### src/rtl/seq_recognizer_ctrl_if.sv
// Config, control and recognition signals between host/input bus and seq_recognizer_ctrl.
// master drives config, control and x; slave is the recognizer.
interface seq_recognizer_ctrl_if #(
    parameter int N  = 2,
    parameter int CW = 8
);
    logic          cfg_valid;
    logic          cfg_ready;
    logic [N-1:0]  cfg_sym;
    logic          cfg_last;
    logic          start;
    logic          stop;
    logic [N-1:0]  x;
    logic          x_valid;
    logic          z;
    logic [CW-1:0] match_count;
    logic          busy;
    logic          err;

    modport master (
        output cfg_valid, cfg_sym, cfg_last, start, stop, x, x_valid,
        input  cfg_ready, z, match_count, busy, err
    );

    modport slave (
        input  cfg_valid, cfg_sym, cfg_last, start, stop, x, x_valid,
        output cfg_ready, z, match_count, busy, err
    );
endinterface

### src/rtl/seq_recognizer_ctrl.sv
// Programmable sequence recognizer: loads a 1..K_MAX symbol pattern, then pulses z one
// cycle after each complete match on the qualified x stream and counts matches (saturating).
module seq_recognizer_sym_cmp #(
    parameter int N = 2
) (
    input  logic [N-1:0] x,
    input  logic [N-1:0] sym,
    output logic         hit
);
    assign hit = (x == sym);
endmodule

module seq_recognizer_ctrl #(
    parameter int N     = 2,
    parameter int K_MAX = 4,
    parameter int CW    = 8
) (
    input  logic                  clock,
    input  logic                  reset,
    seq_recognizer_ctrl_if.slave  bus
);
    localparam int PW = (K_MAX > 1) ? $clog2(K_MAX) : 1;
    localparam int LW = $clog2(K_MAX + 1);
    localparam logic [PW-1:0] PTR_LAST = PW'(K_MAX - 1);

    typedef enum logic {
        S_IDLE = 1'b0,
        S_RUN  = 1'b1
    } state_e;

    state_e                  state_q, state_d;
    logic [K_MAX-1:0][N-1:0] pat_q, pat_d;
    logic [LW-1:0]           len_q, len_d;
    logic [PW-1:0]           ptr_q, ptr_d;
    logic [PW-1:0]           step_q, step_d;
    logic [CW-1:0]           cnt_q, cnt_d;
    logic                    z_q, z_d;
    logic                    err_q, err_d;

    logic [K_MAX-1:0]        hit;
    logic                    cfg_hs;
    logic                    sym_hit;
    logic                    at_end;

    // one comparator per pattern slot; the FSM picks the slot for the current step
    for (genvar g = 0; g < K_MAX; g++) begin : g_cmp
        seq_recognizer_sym_cmp #(.N(N)) u_cmp (
            .x   (bus.x),
            .sym (pat_q[g]),
            .hit (hit[g])
        );
    end

    assign cfg_hs  = bus.cfg_valid && (state_q == S_IDLE);
    assign sym_hit = hit[step_q];
    assign at_end  = ((LW'(step_q) + LW'(1)) == len_q);

    always_comb begin
        state_d = state_q;
        pat_d   = pat_q;
        len_d   = len_q;
        ptr_d   = ptr_q;
        step_d  = step_q;
        cnt_d   = cnt_q;
        z_d     = 1'b0;
        err_d   = 1'b0;
        case (state_q)
            S_IDLE: begin
                if (cfg_hs) begin
                    pat_d[ptr_q] = bus.cfg_sym;
                    // first beat of a new load invalidates the stored pattern
                    if (ptr_q == '0) len_d = '0;
                    if (bus.cfg_last || (ptr_q == PTR_LAST)) begin
                        len_d = LW'(ptr_q) + LW'(1);
                        ptr_d = '0;
                    end else begin
                        ptr_d = ptr_q + PW'(1);
                    end
                end else if (bus.start) begin
                    if (len_q == '0) begin
                        err_d = 1'b1;
                    end else begin
                        state_d = S_RUN;
                        step_d  = '0;
                        cnt_d   = '0;
                        ptr_d   = '0;
                    end
                end
            end
            S_RUN: begin
                if (bus.stop) begin
                    state_d = S_IDLE;
                    step_d  = '0;
                end else if (bus.x_valid) begin
                    if (sym_hit && at_end) begin
                        z_d    = 1'b1;
                        step_d = '0;
                        if (!(&cnt_q)) cnt_d = cnt_q + CW'(1);
                    end else if (sym_hit) begin
                        step_d = step_q + PW'(1);
                    end else begin
                        // no back-tracking: only the first symbol may restart a match
                        step_d = hit[0] ? PW'(1) : '0;
                    end
                end
            end
            default: state_d = S_IDLE;
        endcase
    end

    always_ff @(posedge clock) begin
        if (reset) begin
            state_q <= S_IDLE;
            pat_q   <= '0;
            len_q   <= '0;
            ptr_q   <= '0;
            step_q  <= '0;
            cnt_q   <= '0;
            z_q     <= 1'b0;
            err_q   <= 1'b0;
        end else begin
            state_q <= state_d;
            pat_q   <= pat_d;
            len_q   <= len_d;
            ptr_q   <= ptr_d;
            step_q  <= step_d;
            cnt_q   <= cnt_d;
            z_q     <= z_d;
            err_q   <= err_d;
        end
    end

    assign bus.cfg_ready   = (state_q == S_IDLE);
    assign bus.busy        = (state_q == S_RUN);
    assign bus.z           = z_q;
    assign bus.err         = err_q;
    assign bus.match_count = cnt_q;
endmodule

### src/flat_wrapper.sv
// flat-port wrapper written by rule: the top's interface ports become plain ports
module seq_recognizer_ctrl_flat 
#(
    parameter int N     = 2,
    parameter int K_MAX = 4,
    parameter int CW    = 8
)
  (clock, reset, bus_cfg_valid, bus_cfg_sym, bus_cfg_last, bus_start, bus_stop, bus_x, bus_x_valid, bus_cfg_ready, bus_z, bus_match_count, bus_busy, bus_err);
  seq_recognizer_ctrl_if #(.N(N), .CW(CW)) bus_i ();
  input  logic clock;
  input  logic reset;
  input wire logic [$bits(bus_i.cfg_valid)-1:0] bus_cfg_valid;
  input wire logic [$bits(bus_i.cfg_sym)-1:0] bus_cfg_sym;
  input wire logic [$bits(bus_i.cfg_last)-1:0] bus_cfg_last;
  input wire logic [$bits(bus_i.start)-1:0] bus_start;
  input wire logic [$bits(bus_i.stop)-1:0] bus_stop;
  input wire logic [$bits(bus_i.x)-1:0] bus_x;
  input wire logic [$bits(bus_i.x_valid)-1:0] bus_x_valid;
  output wire logic [$bits(bus_i.cfg_ready)-1:0] bus_cfg_ready;
  output wire logic [$bits(bus_i.z)-1:0] bus_z;
  output wire logic [$bits(bus_i.match_count)-1:0] bus_match_count;
  output wire logic [$bits(bus_i.busy)-1:0] bus_busy;
  output wire logic [$bits(bus_i.err)-1:0] bus_err;
  assign bus_i.cfg_valid = bus_cfg_valid;
  assign bus_i.cfg_sym = bus_cfg_sym;
  assign bus_i.cfg_last = bus_cfg_last;
  assign bus_i.start = bus_start;
  assign bus_i.stop = bus_stop;
  assign bus_i.x = bus_x;
  assign bus_i.x_valid = bus_x_valid;
  assign bus_cfg_ready = bus_i.cfg_ready;
  assign bus_z = bus_i.z;
  assign bus_match_count = bus_i.match_count;
  assign bus_busy = bus_i.busy;
  assign bus_err = bus_i.err;
  seq_recognizer_ctrl #(.N(N), .K_MAX(K_MAX), .CW(CW)) u_core (.clock(clock), .reset(reset), .bus(bus_i));
endmodule
### config.mk
export PLATFORM = sky130hd
export DESIGN_NAME = seq_recognizer_ctrl_flat
export DESIGN_NICKNAME = d
export VERILOG_FILES = /design/src/rtl/seq_recognizer_ctrl_if.sv /design/src/rtl/seq_recognizer_ctrl.sv /design/src/flat_wrapper.sv
export SDC_FILE = /design/constraint.sdc
export NUM_CORES = 1
export LEC_CHECK = 0
export ABC_CLOCK_PERIOD_IN_PS = 1800
export BUFFER_PORTS_ARGS = -buffer_cell sky130_fd_sc_hd__buf_2
export CAP_MARGIN = 20
export CORE_AREA = 2 2 60 56
export DETAILED_ROUTE_END_ITERATION = 16
export DIE_AREA = 0 0 62 58
export MAX_ROUTING_LAYER = met4
export PLACE_DENSITY = 0.74
export SYNTH_ARGS = -nofsm -noshare
export SYNTH_HDL_FRONTEND = slang
export SYNTH_SLANG_ARGS = --single-unit
### constraint.sdc
create_clock -name clock -period 1.8 [get_ports clock]
set_input_delay 0.36 -clock clock [delete_from_list [all_inputs] [get_ports clock]]
set_output_delay 0.36 -clock clock [all_outputs]
set_load 0.005 [all_outputs]
== Yosys cells after proc, flatten, opt, wreduce, memory -nomap -nowiden ==
Index checks and enable logic that the tools add are counted.

* Register bits: 26
* Input bits: 11
* Output and inout bits: 12
* Word-level logic and storage cells: 86

* Add/sub/neg operators: 5
* $lt $le $gt $ge: 3
* Equality and inequality tests: 15
* Mux-type cells: 33
* Bitwise logic cells: 3
* Reduce and logical (&&, ||, !) cells: 16

{| class="wikitable"
|+ Operators with widths
! kind !! count
|-
| $mux 8 || 7
|-
| $mux 2 || 10
|-
| $pmux 8 s2 || 1
|-
| $ne 2x2->1 const B || 7
|-
| $add 8x1->8 const B || 1
|-
| $bwmux 8 || 1
|-
| $eq 2x2->1 || 4
|-
| $mux 1 || 8
|-
| $reduce_and 8->1 || 1
|-
| $reduce_or 4->1 || 2
|-
| $reduce_and 7->1 || 1
|-
| $add 2x1->3 const B || 2
|-
| $lt 2x3->1 const B || 2
|-
| $mux 3 || 2
|-
| $reduce_and 3->1 || 2
|-
| $add 2x1->2 const B || 2
|-
| $demux 2 s2 || 1
|-
| $pmux 2 s2 || 1
|-
| $reduce_and 4->1 || 1
|-
| $reduce_bool 2->1 || 2
|-
| $eq 3x3->1 || 1
|-
| $logic_and 1x1->1 || 3
|-
| $logic_not 3->1 || 1
|-
| $ne 3x3->1 const B || 1
|-
| 9 further kinds || 11
|}

== Longest topological paths before layout ==
* Depth in word-level cells: 8
* Depth in mapped cells: 7
* Gate-level depth less buffers: 7

== By module ==
Synthesis repeated with hierarchy kept, for this count alone.

* Cell total of the unflattened synthesis: 178
* Area total of the unflattened synthesis: 1,467.7 um^2

{| class="wikitable"
|+ Modules (own cells, without submodules)
! module !! instances !! cells an instance !! area an instance (um^2) !! sequential area each (um^2)
|-
| seq_recognizer_ctrl || 1 || 166 || 1,382.6 || 520.5
|-
| seq_recognizer_sym_cmp || 4 || 3 || 21.3 || 0.0
|}

== Least setup slack after synthesis ==
No wires, ideal clock.

* Kind: flip-flop to flip-flop
* Start: reg u_core.step_q[0]
* End: reg u_core.cnt_q[0] (netlist: u_core.bus.match_count[0])
* Arrival time: 1.672 ns
* Slack: 0.059 ns
* Cell stages (with the launch flop): 7
* Period minus slack after synthesis: 1.741 ns
* Path through: dfxtp_1 > ha_1 > xnor2_1 > nand3_1 > a211o_1 > or4_1 > o21ai_1

* Word-level cells in the longest chain between the ends: 5
* Elaborated cells between the ends (all ways): 7
* Classes of those cells: add/sub: 1; eq/ne: 2; mux: 2; reduce/logical: 2

{| class="wikitable"
|+ Ends and longest elaborated chain
! element !! RTL line !! text
|-
| from (decl) || seq_recognizer_ctrl.sv:35 || <nowiki>logic [PW-1:0] step_q, step_d;</nowiki>
|-
| from (signal assigned) || seq_recognizer_ctrl.sv:126 || <nowiki>step_q <= step_d;</nowiki>
|-
| $add 2x1->3 or $bmux 1 s2 (tied branches) || seq_recognizer_ctrl.sv:56, seq_recognizer_ctrl.sv:55 ||
|-
| $eq 3x3->1 or $mux 1 (tied branches) || seq_recognizer_ctrl.sv:56, seq_recognizer_ctrl.sv:55 ||
|-
| $logic_and 1x1->1 (*) || seq_recognizer_ctrl.sv:95 || <nowiki>if (sym_hit && at_end) begin</nowiki>
|-
| $ne 2x2->1 (no source line) (*) || n/a ||
|-
| $reduce_and 7->1 (no source line) (*) || n/a ||
|-
| to (signal assigned) || seq_recognizer_ctrl.sv:127 || <nowiki>cnt_q <= cnt_d;</nowiki>
|-
| to (decl) || seq_recognizer_ctrl.sv:36 || <nowiki>logic [CW-1:0] cnt_q, cnt_d;</nowiki>
|}

Every way passes the cells marked *; elsewhere a longest branch is shown, timed or not. The select of a mux whose other input is x is not followed.
A chain may end at the register's enable or synchronous reset.

== Worst setup path in the final report ==
* Start: reg u_core.pat_q[7] (netlist name)
* End: reg u_core.cnt_q[2] (netlist: u_core.bus.match_count[2])

* Word-level cells in the longest chain between the ends: 6

{| class="wikitable"
|+ Ends and longest elaborated chain
! element !! RTL line !! text
|-
| from (decl) || seq_recognizer_ctrl.sv:32 || <nowiki>logic [K_MAX-1:0][N-1:0] pat_q, pat_d;</nowiki>
|-
| from (signal assigned) || seq_recognizer_ctrl.sv:123 || <nowiki>pat_q <= pat_d;</nowiki>
|-
| $eq 2x2->1 || seq_recognizer_ctrl.sv:10 || <nowiki>assign hit = (x == sym);</nowiki>
|-
| $bmux 1 s2 || seq_recognizer_ctrl.sv:55 || <nowiki>assign sym_hit = hit[step_q];</nowiki>
|-
| $mux 1 (not written as such) || seq_recognizer_ctrl.sv:55 ||
|-
| $logic_and 1x1->1 || seq_recognizer_ctrl.sv:95 ||
|-
| $ne 2x2->1 (no source line) || n/a ||
|-
| $reduce_and 7->1 (no source line) || n/a ||
|}

Every way passes these cells. The select of a mux whose other input is x is not followed.

==> flow_summary.ini <==
[drt]
vias = 1517
antenna_left = 0
drt_iter0_drc = 78
vias_per_cell = 5.746
post_drt_wl_per_cell_um = 15.13
wl_um = 3994
firstDrtPassIters = 4
drcViolationCount = 0

[synth]
yosys_register_bits = 26
synth_area_leaders = dfxtp_1, a21oi_1, nand2_1
syn_nets = 195
synthCells = 178
syn_area_um2 = 1443
yosysTopAreaCell = dfxtp_1
yosys_warnings = 0
synthDistinctLibCells = 41
syn_area_per_cell_um2 = 8.105
synth_top_area_share_pct = 36.08
synth_seq_area_share_pct = 36.08

[sta]
final.setup.worst_slack_ns = -0.01463
fin_skew_ns = 0.007756
maxSlewViolCount = 0
timing.fmax_mhz = 551.1
fin_crit_sh_pct = 100.8
setup_violations = 1
slew_headroom_pct = 63.15
hold_slack_ns = 0.3088
tns_ns = -0.01463
rsz0062_at_grt = yes
hold_viol_final = 0
worst_slew_pin_slew_ns = 0.5527
fin_crit_ns = 1.815

[power]
p_leak_nw = 0.7586
power.density_nw_per_um2 = 542.3
ir_drop_uv = 430.4

[worst_hold_path]
holdPathStages = 3
hold_end = u_core.bus.busy
min_path_type = in2reg
worstHoldStart = bus_stop

[floorplanning]
die_x_um = 62
core.rowCount = 19
start_util_pct = 48.55
core_area_um2 = 2972
die_h_um = 58
die_area_um2 = 3596
pin_count = 23

[place]
hpwl_um = 2640
io_buffers = 22
place_congestion = 0.8355

[global_route]
grt.total_usage_pct = 23.07
antenna_found_initial = 0
grt_overflow = 0
grt_max_degree = 34
grt_pass1_vias = 1323
grt_pass1_wl_um = 6058

[clock_tree]
clk-insertion-delay-late_ns = 0.32
cts.clk_slew.worst_paths_ns = 0.14
cts_buffers = 3
h-tree-depth = 1
root_buffer = clkbuf_4
cts_buffer_depth = 2
cts.sinks = 26
cts_tree = done
holdBufCountCts = 0

[final_layout]
drive_gt1_share_pct = 33.33
postLayoutCoreUtil_pct = 64.63
fin_nets = 240
layout_commonest_cell = buf_2
layout_common_cells = buf_2, buf_4, dfxtp_1
syn_to_final_growth_pct = 33.13
num_antenna_cells = 0

[worst_setup_path]
timing.critical_path.fanout_max = 5
start_kind = register
crit_type = reg2reg
worstRegToRegCells = 8
end_kind = register
regToRegStartpoint = u_core.pat_q[7]
required_ns = 2.01
r2r_slack_ns = -0.01
r2r-end = u_core.bus.match_count[2]
worstPathArrival_ns = 2.02

[run]
maxCapViolCount = 0

[status]
status = complete, but fails checks
violations = setup timing
critical path, stage by stage, from the launching register on:
cell      delay (ns)
dfxtp_2         0.35
xor2_1          0.19
nor3_4          0.23
a31oi_4         0.06
a211o_1         0.34
buf_6           0.14
buf_6           0.11
o211ai_1        0.16
a31oi_1         0.10
cell usage after synthesis (all sizes together):
master / number
a221oi: 1
clkinv: 1
nand2: 22
nor2b: 1
or3: 1
o21ai: 5
ha: 6
a21oi: 18
a31oi: 5
nand4b: 2
buf: 3
clkbuf: 4
and2: 1
dfxtp: 26
nand3: 14
and3: 4
nand4: 3
nor2: 10
xor2: 7
o211ai: 4
nand3b: 3
nor4: 2
a211oi: 1
o31ai: 1
xnor2: 4
nand2b: 3
a22oi: 1
o311ai: 2
or4: 2
inv: 8
a32oi: 2
nor4b: 2
nor3: 7
a211o: 1
a21bo: 1
worst max-delay path by stage:
stage	end	startpoint
2_1_floorplan	u_core.bus.match_count[0]	u_core.step_q[0]
3_3_place_gp	u_core.bus.match_count[0]	bus_x[1]
3_5_place_dp	u_core.bus.match_count[0]	bus_x[1]
4_1_cts	u_core.bus.match_count[0]	u_core.step_q[1]
5_1_grt	u_core.bus.match_count[2]	u_core.step_q[1]
6_report	u_core.bus.match_count[2]	u_core.pat_q[7]
what timing repair did:
item                                    CTS  global route
resized for setup                         9            25
endpoints found under the setup margin    6             8
pin swaps                                 5            13
setup buffers                             5             2
gates cloned                              0             0
registers in the layout (all words and copies together), names as in the netlist:
register / flops
u_core.len_q: 3
u_core.bus.busy: 1
u_core.bus.err: 1
u_core.pat_q: 8
u_core.bus.z: 1
u_core.step_q: 2
u_core.ptr_q: 2
u_core.bus.match_count: 8
report_power, final:
part / leakage [nW] / internal, mW / switching [mW]
combinational: 0.525 / 0.0635 / 0.0848
sequential: 0.213 / 0.586 / 0.00974
clock: 0.0210 / 0.124 / 0.174
per-layer routing:
layer,vias to the layer above,GRT usage [%],part of all wire [%]
met5,-,-,0
met4,0,7.599,0.93
met3,4,4.018,5.6
met2,50,37.35,53
met1,735,28.69,41
li1,728,-,-
per-stage QoR:
step                      power [mW]  cells  cell area, um^2  setup slack, ns
after floorplan               0.6803    178             1443          0.05912
after global placement        0.7236    253             1688          -0.1099
after detailed placement      0.7306    253             1688          -0.1763
after CTS                      1.033    262             1799         -0.01100
after global routing           1.098    264             1921          -0.1230
final                          1.041    264             1921         -0.01463
cells by family after synthesis:
group / Yosys count / share of synthesized area, %
buffers and inverters: 16 / 5.984
AO/OA/AOI/OAI: 42 / 18.82
AND/OR/NAND/NOR: 77 / 27.23
adder cells (fa/ha/maj): 6 / 5.204
XOR/XNOR: 11 / 6.678
flip-flops: 26 / 36.08
cell type report:
class,instances,area [um^2]
Sequential cell,26,526.8
Tap cell,42,52.55
Fill cell,244,1051
Clock buffer,4,36.28
Timing Repair Buffer,47,312.8
Multi-Input combinational cell,136,955.9
Inverter,9,36.28
Note: power is estimated with default switching activity, not from simulation.
